### src/rtl/dsram_arb_dma_if.sv
// dsram_arb_dma_if: core port, DMA config/streams and SRAM macro signals of the data-SRAM controller.
interface dsram_arb_dma_if #(parameter int AW = 14, parameter int LEN_W = 15);
  logic [15:0]      dat_a;
  logic [3:0]       dat_we;
  logic [31:0]      dat_wd;
  logic [3:0]       dat_re;
  logic [31:0]      dat_rd;
  logic             cfg_start;
  logic             cfg_dir;
  logic [AW-1:0]    cfg_addr;
  logic [LEN_W-1:0] cfg_len;
  logic             busy;
  logic             done;
  logic             in_vld;
  logic [31:0]      in_data;
  logic             in_rdy;
  logic             out_vld;
  logic [31:0]      out_data;
  logic             out_rdy;
  logic [AW-1:0]    sram_a;
  logic [3:0]       sram_we;
  logic [31:0]      sram_wd;
  logic [3:0]       sram_re;
  logic [31:0]      sram_rd;
  modport slave (
    input  dat_a, dat_we, dat_wd, dat_re, cfg_start, cfg_dir, cfg_addr, cfg_len,
           in_vld, in_data, out_rdy, sram_rd,
    output dat_rd, busy, done, in_rdy, out_vld, out_data, sram_a, sram_we, sram_wd, sram_re
  );
  modport master (
    output dat_a, dat_we, dat_wd, dat_re, cfg_start, cfg_dir, cfg_addr, cfg_len,
           in_vld, in_data, out_rdy, sram_rd,
    input  dat_rd, busy, done, in_rdy, out_vld, out_data, sram_a, sram_we, sram_wd, sram_re
  );
endinterface

### src/rtl/dsram_arb_dma.sv
// dsram_arb_dma: data-SRAM arbiter; the core always wins, a DMA channel streams word blocks in idle cycles.
module dsram_arb_dma #(parameter int AW = 14, parameter int LEN_W = 15) (
  input logic clk,
  input logic rst,
  dsram_arb_dma_if.slave bus
);
  typedef enum logic [1:0] {IDLE, WR, RD, FIN} state_t;
  state_t st, st_n;
  logic [AW-1:0] addr, a_q;
  logic [31:0] wd_q;
  logic [LEN_W-1:0] rem, pop_rem;
  logic rd_own, wp, rp, core_act, wr_go, rd_go, pop, start;
  logic [1:0] cnt;
  logic [31:0] fifo [2];
  logic unused;
  assign unused = ^bus.dat_a[1:0];
  assign core_act = |bus.dat_we | |bus.dat_re;
  assign start = st == IDLE && bus.cfg_start;
  assign pop = bus.out_vld & bus.out_rdy;
  assign bus.out_vld = cnt != 2'd0;
  assign bus.out_data = fifo[rp];
  assign bus.dat_rd = bus.sram_rd;
  always_comb begin
    st_n = st;
    bus.busy = 1'b0;
    bus.done = 1'b0;
    bus.in_rdy = 1'b0;
    wr_go = 1'b0;
    rd_go = 1'b0;
    case (st)
      IDLE: if (bus.cfg_start) st_n = bus.cfg_len == '0 ? FIN : bus.cfg_dir ? RD : WR;
      WR: begin
        bus.busy = 1'b1;
        bus.in_rdy = !core_act;
        wr_go = bus.in_vld && !core_act;
        if (wr_go && rem == LEN_W'(1)) st_n = FIN;
      end
      RD: begin
        bus.busy = 1'b1;
        // occupancy plus the read still in flight must leave room in the 2-entry buffer
        rd_go = !core_act && rem != '0 && (cnt + {1'b0, rd_own}) < 2'd2;
        if (pop && pop_rem == LEN_W'(1)) st_n = FIN;
      end
      default: begin
        bus.done = 1'b1;
        st_n = IDLE;
      end
    endcase
  end
  assign bus.sram_a  = core_act ? bus.dat_a[AW+1:2] : (wr_go || rd_go) ? addr : a_q;
  assign bus.sram_wd = core_act ? bus.dat_wd : wr_go ? bus.in_data : wd_q;
  assign bus.sram_we = core_act ? bus.dat_we : {4{wr_go}};
  assign bus.sram_re = core_act ? bus.dat_re : {4{rd_go}};
  always_ff @(posedge clk or posedge rst) begin
    if (rst) begin
      st <= IDLE;
      addr <= '0;
      a_q <= '0;
      wd_q <= '0;
      rem <= '0;
      pop_rem <= '0;
      rd_own <= 1'b0;
      wp <= 1'b0;
      rp <= 1'b0;
      cnt <= 2'd0;
      fifo[0] <= '0;
      fifo[1] <= '0;
    end else begin
      st <= st_n;
      a_q <= bus.sram_a;
      wd_q <= bus.sram_wd;
      rd_own <= rd_go;
      if (start) begin
        addr <= bus.cfg_addr;
        rem <= bus.cfg_len;
        pop_rem <= bus.cfg_len;
      end else begin
        if (wr_go || rd_go) begin
          addr <= addr + AW'(1);
          rem <= rem - LEN_W'(1);
        end
        if (pop) pop_rem <= pop_rem - LEN_W'(1);
      end
      if (rd_own) begin
        fifo[wp] <= bus.sram_rd;
        wp <= ~wp;
      end
      if (pop) rp <= ~rp;
      cnt <= cnt + {1'b0, rd_own} - {1'b0, pop};
    end
  end
endmodule

### src/flat_wrapper.sv
// flat-port wrapper written by rule: the top's interface ports become plain ports
module dsram_arb_dma_flat 
#(parameter int AW = 14, parameter int LEN_W = 15)
  (clk, rst, bus_dat_a, bus_dat_we, bus_dat_wd, bus_dat_re, bus_cfg_start, bus_cfg_dir, bus_cfg_addr, bus_cfg_len, bus_in_vld, bus_in_data, bus_out_rdy, bus_sram_rd, bus_dat_rd, bus_busy, bus_done, bus_in_rdy, bus_out_vld, bus_out_data, bus_sram_a, bus_sram_we, bus_sram_wd, bus_sram_re);
  dsram_arb_dma_if #(.AW(AW), .LEN_W(LEN_W)) bus_i ();
  input logic clk;
  input logic rst;
  input wire logic [$bits(bus_i.dat_a)-1:0] bus_dat_a;
  input wire logic [$bits(bus_i.dat_we)-1:0] bus_dat_we;
  input wire logic [$bits(bus_i.dat_wd)-1:0] bus_dat_wd;
  input wire logic [$bits(bus_i.dat_re)-1:0] bus_dat_re;
  input wire logic [$bits(bus_i.cfg_start)-1:0] bus_cfg_start;
  input wire logic [$bits(bus_i.cfg_dir)-1:0] bus_cfg_dir;
  input wire logic [$bits(bus_i.cfg_addr)-1:0] bus_cfg_addr;
  input wire logic [$bits(bus_i.cfg_len)-1:0] bus_cfg_len;
  input wire logic [$bits(bus_i.in_vld)-1:0] bus_in_vld;
  input wire logic [$bits(bus_i.in_data)-1:0] bus_in_data;
  input wire logic [$bits(bus_i.out_rdy)-1:0] bus_out_rdy;
  input wire logic [$bits(bus_i.sram_rd)-1:0] bus_sram_rd;
  output wire logic [$bits(bus_i.dat_rd)-1:0] bus_dat_rd;
  output wire logic [$bits(bus_i.busy)-1:0] bus_busy;
  output wire logic [$bits(bus_i.done)-1:0] bus_done;
  output wire logic [$bits(bus_i.in_rdy)-1:0] bus_in_rdy;
  output wire logic [$bits(bus_i.out_vld)-1:0] bus_out_vld;
  output wire logic [$bits(bus_i.out_data)-1:0] bus_out_data;
  output wire logic [$bits(bus_i.sram_a)-1:0] bus_sram_a;
  output wire logic [$bits(bus_i.sram_we)-1:0] bus_sram_we;
  output wire logic [$bits(bus_i.sram_wd)-1:0] bus_sram_wd;
  output wire logic [$bits(bus_i.sram_re)-1:0] bus_sram_re;
  assign bus_i.dat_a = bus_dat_a;
  assign bus_i.dat_we = bus_dat_we;
  assign bus_i.dat_wd = bus_dat_wd;
  assign bus_i.dat_re = bus_dat_re;
  assign bus_i.cfg_start = bus_cfg_start;
  assign bus_i.cfg_dir = bus_cfg_dir;
  assign bus_i.cfg_addr = bus_cfg_addr;
  assign bus_i.cfg_len = bus_cfg_len;
  assign bus_i.in_vld = bus_in_vld;
  assign bus_i.in_data = bus_in_data;
  assign bus_i.out_rdy = bus_out_rdy;
  assign bus_i.sram_rd = bus_sram_rd;
  assign bus_dat_rd = bus_i.dat_rd;
  assign bus_busy = bus_i.busy;
  assign bus_done = bus_i.done;
  assign bus_in_rdy = bus_i.in_rdy;
  assign bus_out_vld = bus_i.out_vld;
  assign bus_out_data = bus_i.out_data;
  assign bus_sram_a = bus_i.sram_a;
  assign bus_sram_we = bus_i.sram_we;
  assign bus_sram_wd = bus_i.sram_wd;
  assign bus_sram_re = bus_i.sram_re;
  dsram_arb_dma #(.AW(AW), .LEN_W(LEN_W)) u_core (.clk(clk), .rst(rst), .bus(bus_i));
endmodule
### config.mk
export PLATFORM = sky130hd
export DESIGN_NAME = dsram_arb_dma_flat
export DESIGN_NICKNAME = d
export VERILOG_FILES = /design/src/rtl/dsram_arb_dma_if.sv /design/src/rtl/dsram_arb_dma.sv /design/src/flat_wrapper.sv
export SDC_FILE = /design/constraint.sdc
export NUM_CORES = 1
export LEC_CHECK = 0
export ABC_AREA = 1
export ABC_CLOCK_PERIOD_IN_PS = 15200
export BUFFER_PORTS_ARGS = -buffer_cell sky130_fd_sc_hd__buf_2
export CORE_MARGIN = 4
export CORE_UTILIZATION = 50
export DETAILED_ROUTE_END_ITERATION = 6
export PLACE_DENSITY_LB_ADDON = 0.2
export SYNTH_ARGS = -nofsm -noshare
export SYNTH_HDL_FRONTEND = slang
export SYNTH_SLANG_ARGS = --single-unit
### constraint.sdc
create_clock -name clk -period 15.2 [get_ports clk]
set_input_delay 1.52 -clock clk [delete_from_list [all_inputs] [get_ports clk]]
set_output_delay 1.52 -clock clk [all_outputs]
set_load 0.1 [all_outputs]
==> results.sh, run 1 <==
export IMPL_run_status="finished, final reports clean"
export IMPL_finalHoldViolations=0
export IMPL_finalMaxSlewViolations=0
export IMPL_wl_per_cell_um=14.50
export IMPL_grt_pass1_wl_mm=38.61
export IMPL_fin_ws_ns=8.973
export IMPL_syn_num_nets=1341
export IMPL_synthMostInstantiatedCell="nand2_1"
export IMPL_p_leak_nw=5.746
export IMPL_core_area_mm2=0.01718
export IMPL_drtPass1Iterations=5
export IMPL_startpoint_type="input port"
export IMPL_syn_cell_area_mm2=0.008721
export IMPL_crit_path_max_incr_delay_ns=0.60
export IMPL_synthArstFlopShare_pct=100.0
export IMPL_vias=8131
export IMPL_cts_inserted_buffers=17
export IMPL_fmax_ghz=0.1606
export IMPL_cts_sinks=161
export IMPL_overflow=0
export IMPL_synthTopCellsByArea="dfrtp_1 46%, nand2_1 18%, o21ai_0 5.0%"
export IMPL_n_antenna_cell=0
export IMPL_hold_buffers=0
export IMPL_clk_latency_ns=0.42
export IMPL_r2r_slack_ns=12.74
export IMPL_track_usage_pct=24.05
export IMPL_period_minus_slack_ns=6.227
export IMPL_postCtsSetupBuffers=0
export IMPL_syn_instance_count=1174
export IMPL_final_nets=1554
export IMPL_h_tree_depth=4
export IMPL_grt_antenna_before_repair=0
export IMPL_cts_tree="built"
export IMPL_die_height_um=140.1
export IMPL_yosysSeqAreaShare_pct=46.20
export IMPL_synth_commonest_cells="414 x nand2_1, 161 x dfrtp_1, 100 x inv_1"
export IMPL_cts_root_buffer="clkbuf_16"
export IMPL_r2r_start="u_core.st[0]"
export IMPL_grt_max_degree=87
export IMPL_yosys_cell_types_count=39
export IMPL_synthFlopType="dfrtp_1"
export IMPL_clkSlewWorstSetupHoldPaths_ns=0.07
export IMPL_setup_tns_ns=0
export IMPL_die_w_um=140.1
export IMPL_power_density_mw_per_mm2=193.3
export IMPL_path_buf_inv=4
export IMPL_slowest_stage="inv_2"
export IMPL_whs_ns=0.4855
export IMPL_grt_pass1_vias=7829
export IMPL_setup_viol=0
export IMPL_synth_top_area_cell="dfrtp_1"
export IMPL_dp_slack_ns=8.977
export IMPL_clockBufferDepth=2
export IMPL_nFillCells=1651
export IMPL_rows=48
export IMPL_maxCapViolCount=0
export IMPL_cp_required_ns=13.68
export IMPL_min_path_type="reg -> reg"
export IMPL_path_cells="buf_2 > inv_1 > nand2_1 > nor2_1 > nand2_2 > nor2_4 > nand2_4 > inv_2 > nand2_1 > a21oi_1 > buf_2"
export IMPL_first_iter_violations=481
export IMPL_die_area_mm2=0.01962
export IMPL_yosys_warnings=0
export IMPL_wl_mm=23.57
export IMPL_path_max_fanout=53
export IMPL_io_pins=277
export IMPL_synthDominantCellAreaShare_pct=46.20
export IMPL_routabilityCongestion=0.9210
export IMPL_criticalPathCategory="in -> out"
export IMPL_numPortBuffers=274
export IMPL_dp_hpwl_mm=16.59
export IMPL_relSlewSlack_pct=27.02
export IMPL_hold_start="u_core.fifo[40]"
export IMPL_syn_avg_cell_area_um2=7.428
export IMPL_worst_slew_pin_slew_ns=1.088
export IMPL_synth_edf_count=0
export IMPL_crit_arrival_ns=4.71
export IMPL_path_delay_family="simple AND/OR/NAND/NOR gates"
export IMPL_clock_skew_ns=0.01264
export IMPL_area_growth_pct=21.26
export IMPL_peakVddDrop_mv=0.1311
export IMPL_initial_core_util_pct=50.77
export IMPL_critPathLaunch="bus_dat_re[0]"
export IMPL_drive_gt1_share_pct=23.93
export IMPL_via_per_inst=5.004
export IMPL_worst_setup_path_end_kind="output port"
export IMPL_drc=0
export IMPL_finalCritPeriodShare_pct=40.96
export IMPL_final_antenna_net_count=0
export IMPL_cts_resized=0
export IMPL_ys_ff_latch=161
export IMPL_rsz0062_at_grt="no"
export IMPL_power_total_w=0.002044
## through the flow
step	instance area [µm²]	std cells	utilization, %
after floorplan	8721	1174	-
after global placement	9913	1593	57.71
after detailed placement	9913	1593	57.71
after CTS	10580	1625	61.57
after global routing	10580	1625	61.57
final	10580	1625	61.57
## worst reg2reg max path, cell delays in order, from the launching register on
cell and delay [ns]:
dfrtp_1 0.42, inv_1 0.08, ha_1 0.24, nand2_1 0.07, buf_4 0.35, inv_2 0.37, nor2_4 0.36, inv_1 0.19
o311ai_1 0.27
## layout make-up
| type | count | area [µm²] | share of cell area, % |
|---|---|---|---|
| Tap cell | 225 | 281.5 | 2.662 |
| Inverter | 105 | 399.1 | 3.774 |
| Clock buffer | 17 | 425.4 | 4.023 |
| Multi-Input combinational cell | 824 | 3802 | 35.96 |
| Timing Repair Buffer | 278 | 1401 | 13.25 |
| Sequential cell | 161 | 4029 | 38.10 |
| Clock inverter | 15 | 236.5 | 2.236 |
## routing by layer
metal / up-vias / share of wire [%] / GRT usage, %
met5: - / 0 / 0
met4: 0 / 1.8 / 6.884
met3: 31 / 6.2 / 5.224
met2: 265 / 49 / 41.20
met1: 3724 / 43 / 30.88
li1: 4111 / - / -
## kinds of logic after synthesis
family	share of synthesized area, %
simple gates	29.45
buf+inv	10.20
compound gates	10.59
flops	46.20
xor+xnor	1.607
fa+ha+maj	1.722
mux	0.2296
## power breakdown
group / internal [W] / switching (W) / total, W
sequential: 0.000503 / 0.0000665 / 0.000570
clock: 0.000285 / 0.000194 / 0.000479
combinational: 0.000207 / 0.000788 / 0.000995
## cell usage in the layout, fill, tap and decap left out, types with 5 or more instances in the layout
cell / count
nand2_1: 414
o21ai_1: 11
inv_6: 5
inv_1: 99
nand3b_2: 5
nand3_1: 76
nand3b_1: 7
ha_1: 12
dfrtp_1: 161
xor2_1: 14
nor2_1: 90
inv_8: 5
a21oi_1: 65
buf_2: 274
nand4_1: 5
clkbuf_16: 17
o21ai_0: 87
## state kept, by name, summed over array words and instances (netlist names)
register and count:
u_core.cnt 2, u_core.pop_rem 15, u_core.rem 15, u_core.fifo 64
u_core.rd_own 1, u_core.addr 14, u_core.wd_q 32, u_core.wp 1
u_core.a_q 14, u_core.rp 1, u_core.st 2
## path summary, 6_finish.rpt
path	end	depth (start not counted)
min in group asynchronous	u_core.rem[13]	2
max in group asynchronous	u_core.fifo[22]	3
max reg2reg	u_core.pop_rem[2]	8
min reg2reg	u_core.fifo[40]	2
max	bus_sram_wd[27]	11
min	u_core.fifo[40]	2
Note: power is estimated with default switching activity, not from simulation.
==> inputs of run 2 (changes only) <==
--- a/config.mk
+++ b/config.mk
@@ -5,8 +5,8 @@
 export SDC_FILE = /design/constraint.sdc
 export NUM_CORES = 1
 export LEC_CHECK = 0
-export ABC_AREA = 1
-export ABC_CLOCK_PERIOD_IN_PS = 15200
+export ABC_AREA = 0
+export ABC_CLOCK_PERIOD_IN_PS = 6300
 export BUFFER_PORTS_ARGS = -buffer_cell sky130_fd_sc_hd__buf_2
 export CORE_MARGIN = 4
 export CORE_UTILIZATION = 50
==> constraint.sdc (replaced) <==
create_clock -name clk -period 6.3 [get_ports clk]
set_input_delay 0.63 -clock clk [delete_from_list [all_inputs] [get_ports clk]]
set_output_delay 0.63 -clock clk [all_outputs]
set_load 0.1 [all_outputs]
==> run 2 against run 1 <==
Net effect:
- largest power group unchanged
- sequential share of layout area rose by 2.0 points
- worst setup slack got worse by 6.8 ns
- critical endpoint is now bus_sram_a[2]
- utilization rose by 1.5 points
- non-clock buffer count rose by 5
- synthesized area fell by 6.6%
- flip-flop and latch count did not move
- global-route usage fell by 1.4 points
==> results.sh, run 2 <==
export IMPL_yosys_cell_types_count=49
export IMPL_rows=46
export IMPL_yosys_warnings=0
export IMPL_setup_tns_ns=0
export IMPL_grt_max_degree=102
export IMPL_run_status="finished, final reports clean"
export IMPL_grt_antenna_before_repair=2
export IMPL_r2r_start="u_core.rem[4]"
export IMPL_die_w_um=135.6
export IMPL_core_area_mm2=0.01594
export IMPL_cts_tree="built"
export IMPL_seqCellArea_mm2=0.004029
export IMPL_r2r_slack_ns=3.31
export IMPL_largest_reg_flops=64
export IMPL_wl_per_cell_um=17.08
export IMPL_reg2regPathDepth=6
export IMPL_h_tree_depth=4
export IMPL_final_nets=1155
export IMPL_layout_common_cells="274 x buf_2, 161 x dfrtp_1, 97 x mux2_2"
export IMPL_finalMaxSlewViolations=0
export IMPL_path_max_fanout=24
export IMPL_area_growth_pct=23.48
export IMPL_fmax_ghz=0.2418
export IMPL_worst_slew_pin_slew_ns=0.9620
export IMPL_setup_viol=0
export IMPL_power_density_mw_per_mm2=406.1
export IMPL_syn_cell_area_mm2=0.008147
export IMPL_nFillCells=1343
export IMPL_cts_sinks=161
export IMPL_placed_cells=1185
export IMPL_critPathLaunch="u_core.rem[4]"
export IMPL_routabilityCongestion=0.8060
export IMPL_synth_top_area_cell="dfrtp_1"
export IMPL_cp_required_ns=5.67
export IMPL_yosysSeqAreaShare_pct=49.45
export IMPL_synthArstFlopShare_pct=100.0
export IMPL_grt_pass1_vias=6481
export IMPL_criticalPathCategory="reg -> out"
export IMPL_final_antenna_net_count=0
export IMPL_final_cell_count_no_fill=1219
export IMPL_min_path_type="in -> async"
export IMPL_peakVddDrop_mv=0.1963
export IMPL_ys_ff_latch=161
export IMPL_crit_arrival_ns=3.51
export IMPL_largest_register="u_core.fifo"
export IMPL_overflow=0
export IMPL_die_area_mm2=0.01840
export IMPL_die_height_um=135.6
export IMPL_syn_avg_cell_area_um2=10.75
export IMPL_initial_core_util_pct=51.10
export IMPL_synth_commonest_cells="161 x dfrtp_1, 97 x mux2_2, 66 x nand2_1"
export IMPL_p_leak_nw=5.100
export IMPL_postCtsSetupBuffers=0
export IMPL_synthFlopType="dfrtp_1"
export IMPL_finalCritPeriodShare_pct=65.65
export IMPL_synth_edf_count=0
export IMPL_track_usage_pct=22.67
export IMPL_first_iter_violations=252
export IMPL_clk_latency_ns=0.43
export IMPL_startpoint_type="register"
export IMPL_relSlewSlack_pct=35.28
export IMPL_syn_instance_count=758
export IMPL_endpoint="bus_sram_a[2]"
export IMPL_drtPass1Iterations=4
export IMPL_via_per_inst=5.318
export IMPL_period_minus_slack_ns=4.136
export IMPL_synthMostInstantiatedCell="dfrtp_1"
export IMPL_clockBufferDepth=2
export IMPL_layout_commonest_cell="buf_2"
export IMPL_wl_mm=20.82
export IMPL_rsz0062_at_grt="no"
export IMPL_maxCapViolCount=0
export IMPL_clock_skew_ns=0.01027
export IMPL_synthTopCellsByArea="dfrtp_1 49%, mux2_2 13%, mux2i_1 5.8%"
export IMPL_numPortBuffers=274
export IMPL_grt_pass1_wl_mm=32.73
export IMPL_timing_rr_end="u_core.addr[12]"
export IMPL_finalHoldViolations=0
export IMPL_synthDominantCellAreaShare_pct=49.45
export IMPL_reg_top3="u_core.fifo x64, u_core.wd_q x32"
export IMPL_io_pins=277
export IMPL_clkSlewWorstSetupHoldPaths_ns=0.07
export IMPL_drc=0
export IMPL_cts_resized=0
export IMPL_vias=6483
export IMPL_syn_num_nets=925
export IMPL_multi_input_area_mm2=0.003674
export IMPL_cts_root_buffer="clkbuf_16"
export IMPL_hold_buffers=0
export IMPL_dp_hpwl_mm=15.20
export IMPL_drive_gt1_share_pct=42.16
export IMPL_cts_inserted_buffers=17
export IMPL_worst_setup_path_end_kind="output port"
-- run 2: metrics by stage --
step	worst slack, ns	hold WS [ns]	util, %	power, W	instance area [µm²]
5_1_grt	1.946	0.4264	63.08	0.004299	10060
6_report	2.164	0.4112	63.10	0.004085	10060
3_3_place_gp	2.419	0.4612	59.42	0.003050	9473
2_1_floorplan	1.322	0.4633	-	0.002787	8147
4_1_cts	2.127	0.4130	63.07	0.004106	10050
3_5_place_dp	2.351	0.4641	59.42	0.003075	9473
-- run 2: power by group --
group / internal [W] / switching (W) / leakage, nW
registers: 0.00121 / 0.000183 / 1.95
clock network: 0.000595 / 0.000428 / 0.273
logic: 0.000440 / 0.00122 / 2.88
total: 0.00225 / 0.00183 / 5.10
-- run 2: cell families after synthesis --
kind of cell	Yosys count	synth area share, %
DFF	161	49.45
buffers and inverters	87	5.560
muxes	146	19.46
AOI/OAI and AO/OA	122	8.678
adders and majority gates	12	1.843
and+or+nand+nor	211	12.96
xor gates and xnor gates	19	2.043
-- run 2: metal layers --
metal | global-route usage, % | routed length (µm) | vias to the layer above
li1 | - | - | 3152
met1 | 28.50 | 8717 | 3091
met2 | 37.47 | 10150 | 214
met3 | 7.615 | 1615 | 24
met4 | 6.495 | 333 | 2
met5 | 0 | 7 | -
-- run 2: critical path: stages, from the launching register on --
cell	delay, ns
dfrtp_1	0.45
or4_1	0.60
nor4bb_1	0.51
o21a_2	0.57
mux2i_1	0.17
o21ai_0	0.27
buf_2	0.49
-- run 2: worst min-delay path by stage --
stage	end	depth (start not counted)	start	slack [ns]
after global routing	u_core.addr[1]	3	bus_cfg_addr[1]	0.43
after detailed placement	u_core.rp	1	u_core.rp	0.46
final	u_core.fifo[63]	2	rst	0.41
after floorplan	u_core.wp	1	u_core.wp	0.46
after CTS	u_core.addr[1]	3	bus_cfg_addr[1]	0.41
after global placement	u_core.rp	1	u_core.rp	0.46
-- run 2: area by class of cell --
| class | count | area share (%) |
|---|---|---|
| inverter | 15 | 0.6095 |
| tap | 216 | 2.687 |
| sequential | 161 | 40.05 |
| clock buffer | 20 | 4.440 |
| multi-input combinational | 510 | 36.52 |
| antenna | 2 | 0.04975 |
| timing repair buffer | 283 | 14.30 |
| clock inverter | 12 | 1.343 |
